--- src/rtl/mux8way_pkg.sv ---
`default_nettype none
// +--------------------------------------------------------------------------+
// | mux8way_pkg : shared lane types and round-robin search helper            |
// | Revision    : 1.0                                                        |
// +--------------------------------------------------------------------------+
package mux8way_pkg;

  localparam int LANES = 8;
  localparam int SEL_W = 3;

  typedef logic [SEL_W-1:0] lane_t;

  typedef struct packed {
    logic  found;
    lane_t idx;
  } pick_t;

  // Rotate so ptr sits at bit 0, take the lowest set bit, then map back to a lane.
  function automatic pick_t rr_first(input logic [LANES-1:0] valid, input lane_t ptr);
    logic [2*LANES-1:0] dbl;
    pick_t              res;
    dbl = {valid, valid} >> ptr;
    res = '0;
    for (int k = LANES - 1; k >= 0; k--) begin
      if (dbl[k]) begin
        res.found = 1'b1;
        res.idx   = ptr + lane_t'(k);
      end
    end
    return res;
  endfunction

endpackage
`default_nettype wire

--- src/rtl/mux8way_arbiter_rr_pick8.sv ---
`default_nettype none
// +--------------------------------------------------------------------------+
// | rr_pick8 : combinational round-robin picker over eight request lines     |
// | Revision : 1.0                                                           |
// +--------------------------------------------------------------------------+
module rr_pick8
  import mux8way_pkg::*;
(
  input  logic [LANES-1:0] valid,
  input  lane_t            ptr,
  output logic             found,
  output lane_t            idx,
  output logic [LANES-1:0] onehot
);

  pick_t w_pick;

  assign w_pick = rr_first(valid, ptr);
  assign found  = w_pick.found;
  assign idx    = w_pick.idx;
  assign onehot = w_pick.found ? ({{(LANES-1){1'b0}}, 1'b1} << w_pick.idx) : '0;

endmodule
`default_nettype wire

--- src/rtl/mux8way_arbiter.sv ---
`default_nettype none
// +--------------------------------------------------------------------------+
// | mux8way_arbiter : eight-lane round-robin merger onto one tagged channel  |
// | Revision        : 1.0                                                    |
// +--------------------------------------------------------------------------+
module mux8way_arbiter
  import mux8way_pkg::*;
#(
  parameter int WIDTH = 16
) (
  input  logic                   clk,
  input  logic                   reset,
  input  logic [LANES-1:0]       in_valid,
  input  logic [LANES*WIDTH-1:0] in_data,
  output logic [LANES-1:0]       in_ready,
  output logic                   out_valid,
  output logic [WIDTH-1:0]       out_data,
  output logic [SEL_W-1:0]       out_sel,
  input  logic                   out_ready
);

  logic             r_out_valid;
  logic [WIDTH-1:0] r_out_data;
  lane_t            r_out_sel;
  lane_t            r_ptr;

  logic             w_load_en;
  logic             w_found;
  lane_t            w_idx;
  logic [LANES-1:0] w_onehot;
  logic [WIDTH-1:0] w_lane_data [LANES];

  for (genvar g = 0; g < LANES; g++) begin : g_unpack
    assign w_lane_data[g] = in_data[g*WIDTH +: WIDTH];
  end

  assign w_load_en = !r_out_valid | out_ready;

  rr_pick8 u_pick (
    .valid  (in_valid),
    .ptr    (r_ptr),
    .found  (w_found),
    .idx    (w_idx),
    .onehot (w_onehot)
  );

  // Grant is gated by reset directly so nothing is offered while reset is held.
  assign in_ready = (w_load_en && !reset) ? w_onehot : '0;

  always_ff @(posedge clk or posedge reset) begin
    if (reset) begin
      r_out_valid <= 1'b0;
      r_out_data  <= '0;
      r_out_sel   <= '0;
      r_ptr       <= '0;
    end else if (w_load_en) begin
      if (w_found) begin
        r_out_valid <= 1'b1;
        r_out_data  <= w_lane_data[w_idx];
        r_out_sel   <= w_idx;
        r_ptr       <= w_idx + 3'd1;
      end else begin
        r_out_valid <= 1'b0;
      end
    end
  end

  assign out_valid = r_out_valid;
  assign out_data  = r_out_data;
  assign out_sel   = r_out_sel;

endmodule
`default_nettype wire

--- config.mk ---
export PLATFORM = sky130hd
export DESIGN_NAME = mux8way_arbiter
export DESIGN_NICKNAME = d
export VERILOG_FILES = /design/src/rtl/mux8way_pkg.sv /design/src/rtl/mux8way_arbiter_rr_pick8.sv /design/src/rtl/mux8way_arbiter.sv
export SDC_FILE = /design/constraint.sdc
export NUM_CORES = 1
export LEC_CHECK = 0
export BUFFER_PORTS_ARGS = -buffer_cell sky130_fd_sc_hd__buf_2
export CORE_ASPECT_RATIO = 2
export CORE_MARGIN = 4
export CORE_UTILIZATION = 46
export CTS_CLUSTER_DIAMETER = 120
export DETAILED_ROUTE_END_ITERATION = 16
export PLACE_DENSITY = 0.94
export SYNTH_ARGS = -nofsm -noshare
export SYNTH_HDL_FRONTEND = slang
export SYNTH_HIERARCHICAL = 1
export SYNTH_SLANG_ARGS = --single-unit
--- constraint.sdc ---
create_clock -name clk -period 4.6 [get_ports clk]
set_input_delay 0.46 -clock clk [delete_from_list [all_inputs] [get_ports clk]]
set_output_delay 0.46 -clock clk [all_outputs]
set_load 0.005 [all_outputs]
==> run summary, run 1 <==
The run finished with clean final reports. The type of the worst setup path is reg2out. STA classifies the critical path endpoint as an output pin. The count of clock tree sinks came out at 23.

The number of enable-type register cells in the synthesized netlist is 0. The layout net count is 603. The via count of the first global-routing pass is 3,388. The analysis attributes to net switching a power of 1.72 mW. Setup repair after global routing left no endpoint under its margin.

The cell area after placement is 3750 um2. The first-pass GRT wire length is 15,800 um. The net count after synthesis is 454.

Of the total power, the share spent switching nets is 0.500. The worst path arrival time is 3650 ps. The number of inserted filler cells in the final layout is 575. The kind of path behind the tightest hold check is in2async.

The antenna violation net count after detailed routing came out at 0. The cell depth of the worst flop-to-flop path is 10. Dividing the detail-routed via count by the number of cells gives 5.92. With fillers left out, the area of the finished cells amounts to 3830 um2. STA puts the critical path data required time at 4140 ps. The final antenna diode count is 0. STA classifies the critical path startpoint as a flop. The highest attainable clock frequency came out at 244 MHz. The sequential element share of the synthesized area came out at 0.194. The worst hold-check slack came out at 407 ps. The number of placement rows came out at 41. Of the total power, the clock network draws 0.055. The initial antenna violation count came to 0. The endpoint identified for the worst register-to-register timing path is out_data[9]. Sorting the synthesized cells by area gives the leading types as sky130_fd_sc_hd__dfrtp_1 (19%), sky130_fd_sc_hd__mux2i_1 (12%), sky130_fd_sc_hd__mux2_2 (10%). The via count of the routed design came out at 3,235.

The ratio of cells with drive above 1 in the final layout came out at 0.504. Input and output buffers added on the ports amount to 166. The clock tree buffer depth came out at 2.

The post-CTS clock slew at the launch and capture registers of the worst setup and hold paths came out at 60 ps. The highest-delay cell along the critical path is sky130_fd_sc_hd__inv_4. Relative to the synthesized area, the layout overhead comes to 29.2%. The final wirelength is 10,200 um. The final hold violation count is 0. The setup check on the worst reg-to-reg path leaves a slack of 710 ps. The peak fanout along the critical path is 70. In this run the vertical extent of the chip is 122 um. The DRC violation count after routing came out at 0. The routability congestion estimate from global placement came out at 1.06.

In this run the critical register-to-register path is launched from r_ptr[0]. Synthesis inferred 23 register bits. The area of the mapped netlist is 2970 um2. TritonCTS built the clock tree. The worst path in the final design needs a cycle of 4110 ps, including I/O delays and setup.

The CTS H-tree depth is 1. Summed over all layers, the global routing overflow is 0. The total negative slack for setup checks came out at 0 ps. The measured slew at the worst slew-check pin is 930 ps. For this run, the number of Yosys warnings is 6. The peak ir drop on the vdd network is 0.670 mV. The share of async-settable or async-resettable flops after synthesis is 1.00. The violation count after the first detailed-routing iteration is 222. After clock tree synthesis, the setup repair step added 0 buffers. The pin count of the biggest net entering global routing came out at 71. The sequential power share is 0.127. The leakage power figure came out at 1.90 nW.

The share of total power in combinational logic is 0.817. The clock latency on the worst-skew pair is 260 ps. The number of clock buffers inserted by TritonCTS is 3. The count of pins over their slew limit came out at 0. In this run the clock root is driven by a sky130_fd_sc_hd__clkbuf_16. The power density over the cells came out at 898 nW/um2. In the global route stage, overall resource usage came out at 0.257.

The clock tree skew after final layout is 2.86 ps. The post-route core utilization came out at 0.607. The count of TritonRoute iterations in the first routing pass is 5. The initial standard-cell utilization of the core is 0.470. The number of distinct library cells after synthesis is 52.

The delay of the slowest cell on the worst path is 680 ps. The detailed placer's ending HPWL came out at 8410 um. The total die area is 7880 um2. The core area came out at 6310 um2. In this run the tightest slew margin relative to its limit is 0.380.

The total placed cells including tap cells is 542. The area fraction of the dominant cell type after synthesis came out at 0.194. The number of top-level pins is 167. The count of endpoints failing setup in the final report is 0. The most used flip-flop cell after synthesis is sky130_fd_sc_hd__dfrtp_1.

In the synthesized netlist, the number of instances is 312. Of all cell types, the one taking the most synthesized area is sky130_fd_sc_hd__dfrtp_1. The post-route fraction of the period consumed by the critical path is 0.892.

The average wire per standard cell came out at 18.7 um. The x dimension of the die came out at 64.8 um. The max-cap check violation count came out at 0. The internal power summed over all cells is 1.72 mW.

Tracing the worst setup path back leads to its startpoint at r_ptr[0]. Traced cell by cell, the critical path runs through mux4_2 -> or3_1 -> a21oi_1 -> o311a_1 -> o211a_1 -> o22ai_4 -> inv_4 -> nor2_1 -> and2_1 -> buf_2. The finished layout holds 546 standard cells, fillers aside. The post-synthesis average cell area came out at 9.51 um2.
how the worst max path moves through the flow:
stage | to | slack [ps] | cells after the start
2_1_floorplan | out_data[3] | 1290 | 15
3_3_place_gp | out_data[1] | 570 | 10
3_5_place_dp | out_data[1] | 470 | 10
4_1_cts | in_ready[1] | 210 | 10
5_1_grt | in_ready[1] | 250 | 11
6_report | in_ready[4] | 490 | 10
cell families after synthesis:
family | share of synthesized area
adder cells (fa/ha/maj) | 0.0127
buffers and inverters | 0.0768
multiplexers | 0.331
XOR/XNOR | 0.00295
AND/OR/NAND/NOR | 0.108
flip-flops | 0.194
AO/OA/AOI/OAI | 0.275
synth_stat cells (2+ instances only):
master and number:
sky130_fd_sc_hd__o31ai_2 16, sky130_fd_sc_hd__clkbuf_1 10, sky130_fd_sc_hd__and2_1 11, sky130_fd_sc_hd__a211oi_1 4
sky130_fd_sc_hd__o22ai_1 17, sky130_fd_sc_hd__mux2_2 27, sky130_fd_sc_hd__nor2b_1 4, sky130_fd_sc_hd__ha_1 3
sky130_fd_sc_hd__mux2_1 11, sky130_fd_sc_hd__mux2i_1 36, sky130_fd_sc_hd__buf_8 3, sky130_fd_sc_hd__o21ai_0 21
sky130_fd_sc_hd__nor2_1 13, sky130_fd_sc_hd__nand2_1 6, sky130_fd_sc_hd__a21oi_1 12, sky130_fd_sc_hd__nand2b_1 7
sky130_fd_sc_hd__inv_1 12, sky130_fd_sc_hd__nand3_1 5, sky130_fd_sc_hd__a21o_1 3, sky130_fd_sc_hd__a22o_1 16
sky130_fd_sc_hd__buf_2 6, sky130_fd_sc_hd__o31ai_1 2, sky130_fd_sc_hd__dfrtp_1 23, sky130_fd_sc_hd__or3_1 2
sky130_fd_sc_hd__buf_6 5, sky130_fd_sc_hd__mux4_2 8, sky130_fd_sc_hd__nor3_1 4
metal layers:
metal / global-route usage / routed length, um / vias to the layer above
li1: - / - / 1503
met1: 0.253 / 3270 / 1500
met2: 0.491 / 5620 / 195
met3: 0.0268 / 724 / 37
met4: 0.160 / 612 / 0
met5: 0 / 0 / -
sequential cells by signal, summed over array words and instances (netlist names):
register,flops
r_ptr,3
out_valid,1
out_sel,3
out_data,16
power by group through the flow:
stage	clock [mW]	combinational (mW)	sequential (mW)
final	0.191	2.81	0.438
after global routing	0.205	3.02	0.459
after CTS	0.194	2.80	0.439
after detailed placement	0	2.80	0.442
after global placement	0	2.71	0.433
after floorplan	0	2.43	0.375
through the flow:
step | setup slack [ps] | power, mW
floorplan | 1290 | 2.81
global placement | 570 | 3.15
detailed placement | 470 | 3.24
CTS | 211 | 3.44
global route | 249 | 3.69
finish | 495 | 3.44
worst max-delay path: cells and delay by family (launching register included):
family,cells,cell delay (ps)
buf+inv,2,800
flops,1,670
mux,1,670
simple gates,3,620
compound gates,4,620
repair_timing:
| item | CTS | global route |
|---|---|---|
| hold buffers | 0 | 0 |
| endpoints found under the setup margin | 0 | 2 |
| resized for setup | 0 | 1 |
layout make-up:
cell class | instances | area, um2 | area share
timing repair buffer | 169 | 853 | 0.223
inverter | 13 | 51.3 | 0.0134
sequential | 23 | 577 | 0.151
multi-input combinational | 251 | 2160 | 0.564
tap | 86 | 108 | 0.0281
clock buffer | 3 | 75.1 | 0.0196
clock inverter | 1 | 5.00 | 0.00131
cell usage in the layout (no fill, tap or decap), types with 4 or more instances in the layout:
master                     count
sky130_fd_sc_hd__nor2_1       13
sky130_fd_sc_hd__dfrtp_1      22
sky130_fd_sc_hd__inv_1        12
sky130_fd_sc_hd__a22o_1       16
sky130_fd_sc_hd__o21ai_0      21
sky130_fd_sc_hd__nor2b_1       4
sky130_fd_sc_hd__nand3_1       5
sky130_fd_sc_hd__a21oi_1      12
sky130_fd_sc_hd__mux2i_1      36
sky130_fd_sc_hd__nand2b_1      7
sky130_fd_sc_hd__nand2_1       6
sky130_fd_sc_hd__mux2_1       11
sky130_fd_sc_hd__o31ai_2      16
sky130_fd_sc_hd__buf_2       166
sky130_fd_sc_hd__and2_1       11
sky130_fd_sc_hd__a211oi_1      4
sky130_fd_sc_hd__nor3_1        4
sky130_fd_sc_hd__mux4_2        8
sky130_fd_sc_hd__o22ai_1      17
sky130_fd_sc_hd__mux2_2       27
Note: power is estimated with default switching activity, not from simulation.
==> run 2, diff against run 1 <==
--- a/config.mk
+++ b/config.mk
@@ -12,6 +12,7 @@
 export CTS_CLUSTER_DIAMETER = 120
 export DETAILED_ROUTE_END_ITERATION = 16
 export PLACE_DENSITY = 0.94
+export REMOVE_ABC_BUFFERS = 1
 export SYNTH_ARGS = -nofsm -noshare
 export SYNTH_HDL_FRONTEND = slang
 export SYNTH_HIERARCHICAL = 1
==> run 2 against run 1 <==
Effect of this change:
- combinational power increased by 2%
- highest routed layer unchanged
- clock power is essentially flat
- routed wire length up 3.7%
- first-iteration DRC count up 32%
- cell area is 0.42% higher
==> run summary, run 2 (synthesis gave the netlist of run 1 again) <==
The peak ir drop on the vdd network is 0.422 mV (-37%). The remaining global-route overflow came out at 0 (unchanged). The area of the multi-input gates came to 2160 um2 (unchanged). The first-pass GRT wire length came to 16,300 um (+3.1%). The total design power is 3.45 mW (+0.44%). The number of inserted filler cells in the final layout came out at 596 (+3.7%).

The ratio of cells with drive above 1 in the final layout is 0.504 (about the same). The count of buffers inserted at the top-level ports is 166 (unchanged). The total placed cells including tap cells came out at 544 (+0.37%). The cell depth of the worst flop-to-flop path came out at 11 (+1). The top cell types in the final layout, fill and taps aside, are sky130_fd_sc_hd__buf_2 (166), sky130_fd_sc_hd__mux2i_1 (36), sky130_fd_sc_hd__mux2_2 (27). The post-route fraction of the period consumed by the critical path came out at 0.918 (+0.0254).

From synthesis to final layout, the design area changed by 29.7%. The die height is 122 um (unchanged). The power density over the cells is 898 nW/um2 (about the same). The worst path arrival time is 3760 ps (+110 ps).

The worst hold path belongs to the class in2async. The total negative slack for setup checks is 0 ps (unchanged). The total die area is 7880 um2 (unchanged). The final wirelength is 10,600 um (+3.7%). The reg-to-reg startpoint is r_ptr[1]. The delay of the slowest cell on the worst path was 820 ps (+140 ps). The clock tree buffer depth is 2 (unchanged).

The number of clock buffers inserted by TritonCTS is 3 (unchanged). The remaining max-slew budget at the tightest pin came out at 0.376 (-0.00332). The worst setup path is of the reg2out kind. The core area was 6310 um2 (unchanged). In this run the critical register-to-register path is captured at out_data[6].

The final antenna diode count is 0 (unchanged). The antenna violation net count after detailed routing came out at 0 (unchanged). The initial standard-cell utilization of the core came out at 0.470 (unchanged). The number of standard cells in the final layout excluding fillers was 548 (+0.37%). STA classifies the critical path startpoint as a flop.

The required time of the worst setup path came out at 4140 ps (about the same). The area of all sequential standard cells came to 576 um2 (-0.22%). The post-CTS clock slew at the launch and capture registers of the worst setup and hold paths is 60 ps (about the same). The CTS H-tree depth was 1 (unchanged).

The clock tree skew after final layout came to 1.99 ps (-0.873 ps). In this run the worst setup path begins at r_ptr[1]. The post-route minimum period is 4220 ps (+117 ps).

The via count of the first global-routing pass is 3,497 (+3.2%). The final hold violation count came out at 0 (unchanged). The x dimension of the die came out at 64.8 um (unchanged). The DRC violation count after routing is 0 (unchanged). Setup repair after global routing left no endpoint under its margin. The violation count after the first detailed-routing iteration came out at 293 (+32%). The count of TritonRoute iterations in the first routing pass came out at 6 (+1). The pin count of the biggest net entering global routing is 71 (unchanged). The leakage power figure is 1.91 nW (+0.58%). The number of top-level pins is 167 (unchanged). The average wire per standard cell is 19.4 um (+3.3%). The number of setup buffers added after CTS is 0 (unchanged).

The number of placement rows came out at 41 (unchanged). The initial antenna violation count is 0 (unchanged). Among all stages on the critical path, the largest delay is contributed by sky130_fd_sc_hd__dfrtp_1. The count of pins over their slew limit came out at 0 (unchanged). The aggregate global-route resource usage is 0.265 (+0.00815). The routability congestion estimate from global placement came out at 0.919 (-13%). Walking the worst path, the cells encountered are inv_1 -> ha_1 -> or3_1 -> o22ai_1 -> o311a_1 -> o211a_1 -> o22ai_4 -> inv_6 -> nor2_1 -> and2_1 -> buf_2. The peak fanout along the critical path is 70 (unchanged). The measured slew at the worst slew-check pin came out at 934 ps (+3.96 ps).

The max-cap check violation count came out at 0 (unchanged). The clock latency on the worst-skew pair is 260 ps (about the same). The clock tree from TritonCTS is done. The leading cell type in the layout, fill and taps excluded is sky130_fd_sc_hd__buf_2.

The via count of the routed design came to 3,268 (+1.0%). The number of hold-repair buffers added at the cts stage came out at 0 (unchanged). The worst setup path is captured at an output pin. The detail-routed via count per cell is 5.96 (+0.65%). The count of clock tree sinks came to 23 (unchanged). The count of endpoints failing setup in the final report came out at 0 (unchanged).

The layout net count came out at 605 (+0.33%). The flop-to-flop setup slack is 590 ps (-120 ps). The detailed placer's ending HPWL is 8460 um (+0.57%). The quantity of gates resized following cts is 0 (unchanged). The run finished with clean final reports.

The highest attainable clock frequency came out at 237 MHz (-2.8%). The root buffer selected by CTS is sky130_fd_sc_hd__clkbuf_16. The number of flip-flops under the largest register name came out at 16 (unchanged).
[run 2: changes by cell type in the layout (fill, tap and decap cells not counted)]
cell                      change
sky130_fd_sc_hd__inv_4        -1
sky130_fd_sc_hd__dfrtp_2      -1
sky130_fd_sc_hd__inv_6        +1
sky130_fd_sc_hd__dfrtp_1      +1
sky130_fd_sc_hd__buf_4        +2
[run 2: power breakdown]
part / switching [mW] / leakage (nW) / internal (mW)
Clock: 0.0773 / 0.0409 / 0.117
Combinational: 1.57 / 1.60 / 1.29
Sequential: 0.0883 / 0.269 / 0.312
[run 2: metrics by stage]
step           instance area (um2)  hold WS [ps]   util  setup slack (ps)
3_5_place_dp                  3770           485  0.597               429
3_3_place_gp                  3770           473  0.597               466
5_1_grt                       3850           506  0.610               103
6_report                      3850           414  0.610               378
4_1_cts                       3850           452  0.610               184
2_1_floorplan                 2790           462      -               833
[run 2: final cells by class]
type	count	area share
clock inverters	1	0.00130
clock buffers	3	0.0195
repair buffers	171	0.226
multi-input cells	251	0.562
inverters	13	0.0140
well taps	86	0.0280
flip-flops and latches	23	0.150
[run 2: how the worst max path moves through the flow]
stage | end | cells past startpoint
2_1_floorplan | out_data[5] | 10
3_5_place_dp | out_data[7] | 11
5_1_grt | in_ready[5] | 11
6_report | in_ready[0] | 11
4_1_cts | in_ready[0] | 11
3_3_place_gp | out_data[5] | 11
[run 2: worst max-delay path, delay by kind of cell (launching register included)]
family                   cells  cell delay [ps]
flip-flops                   1              820
AO/OA/AOI/OAI                4              640
adder cells (fa/ha/maj)      1              470
buffers and inverters        3              930
AND/OR/NAND/NOR              3              630
[run 2: per-layer routing]
layer | wire [um] | up-vias | global-route usage | share of wire
met2 | 5970 | 173 | 0.511 | 0.56
li1 | - | 1507 | - | -
met3 | 685 | 40 | 0.0378 | 0.065
met4 | 411 | 0 | 0.138 | 0.039
met1 | 3540 | 1548 | 0.263 | 0.33
met5 | 0 | - | 0 | 0
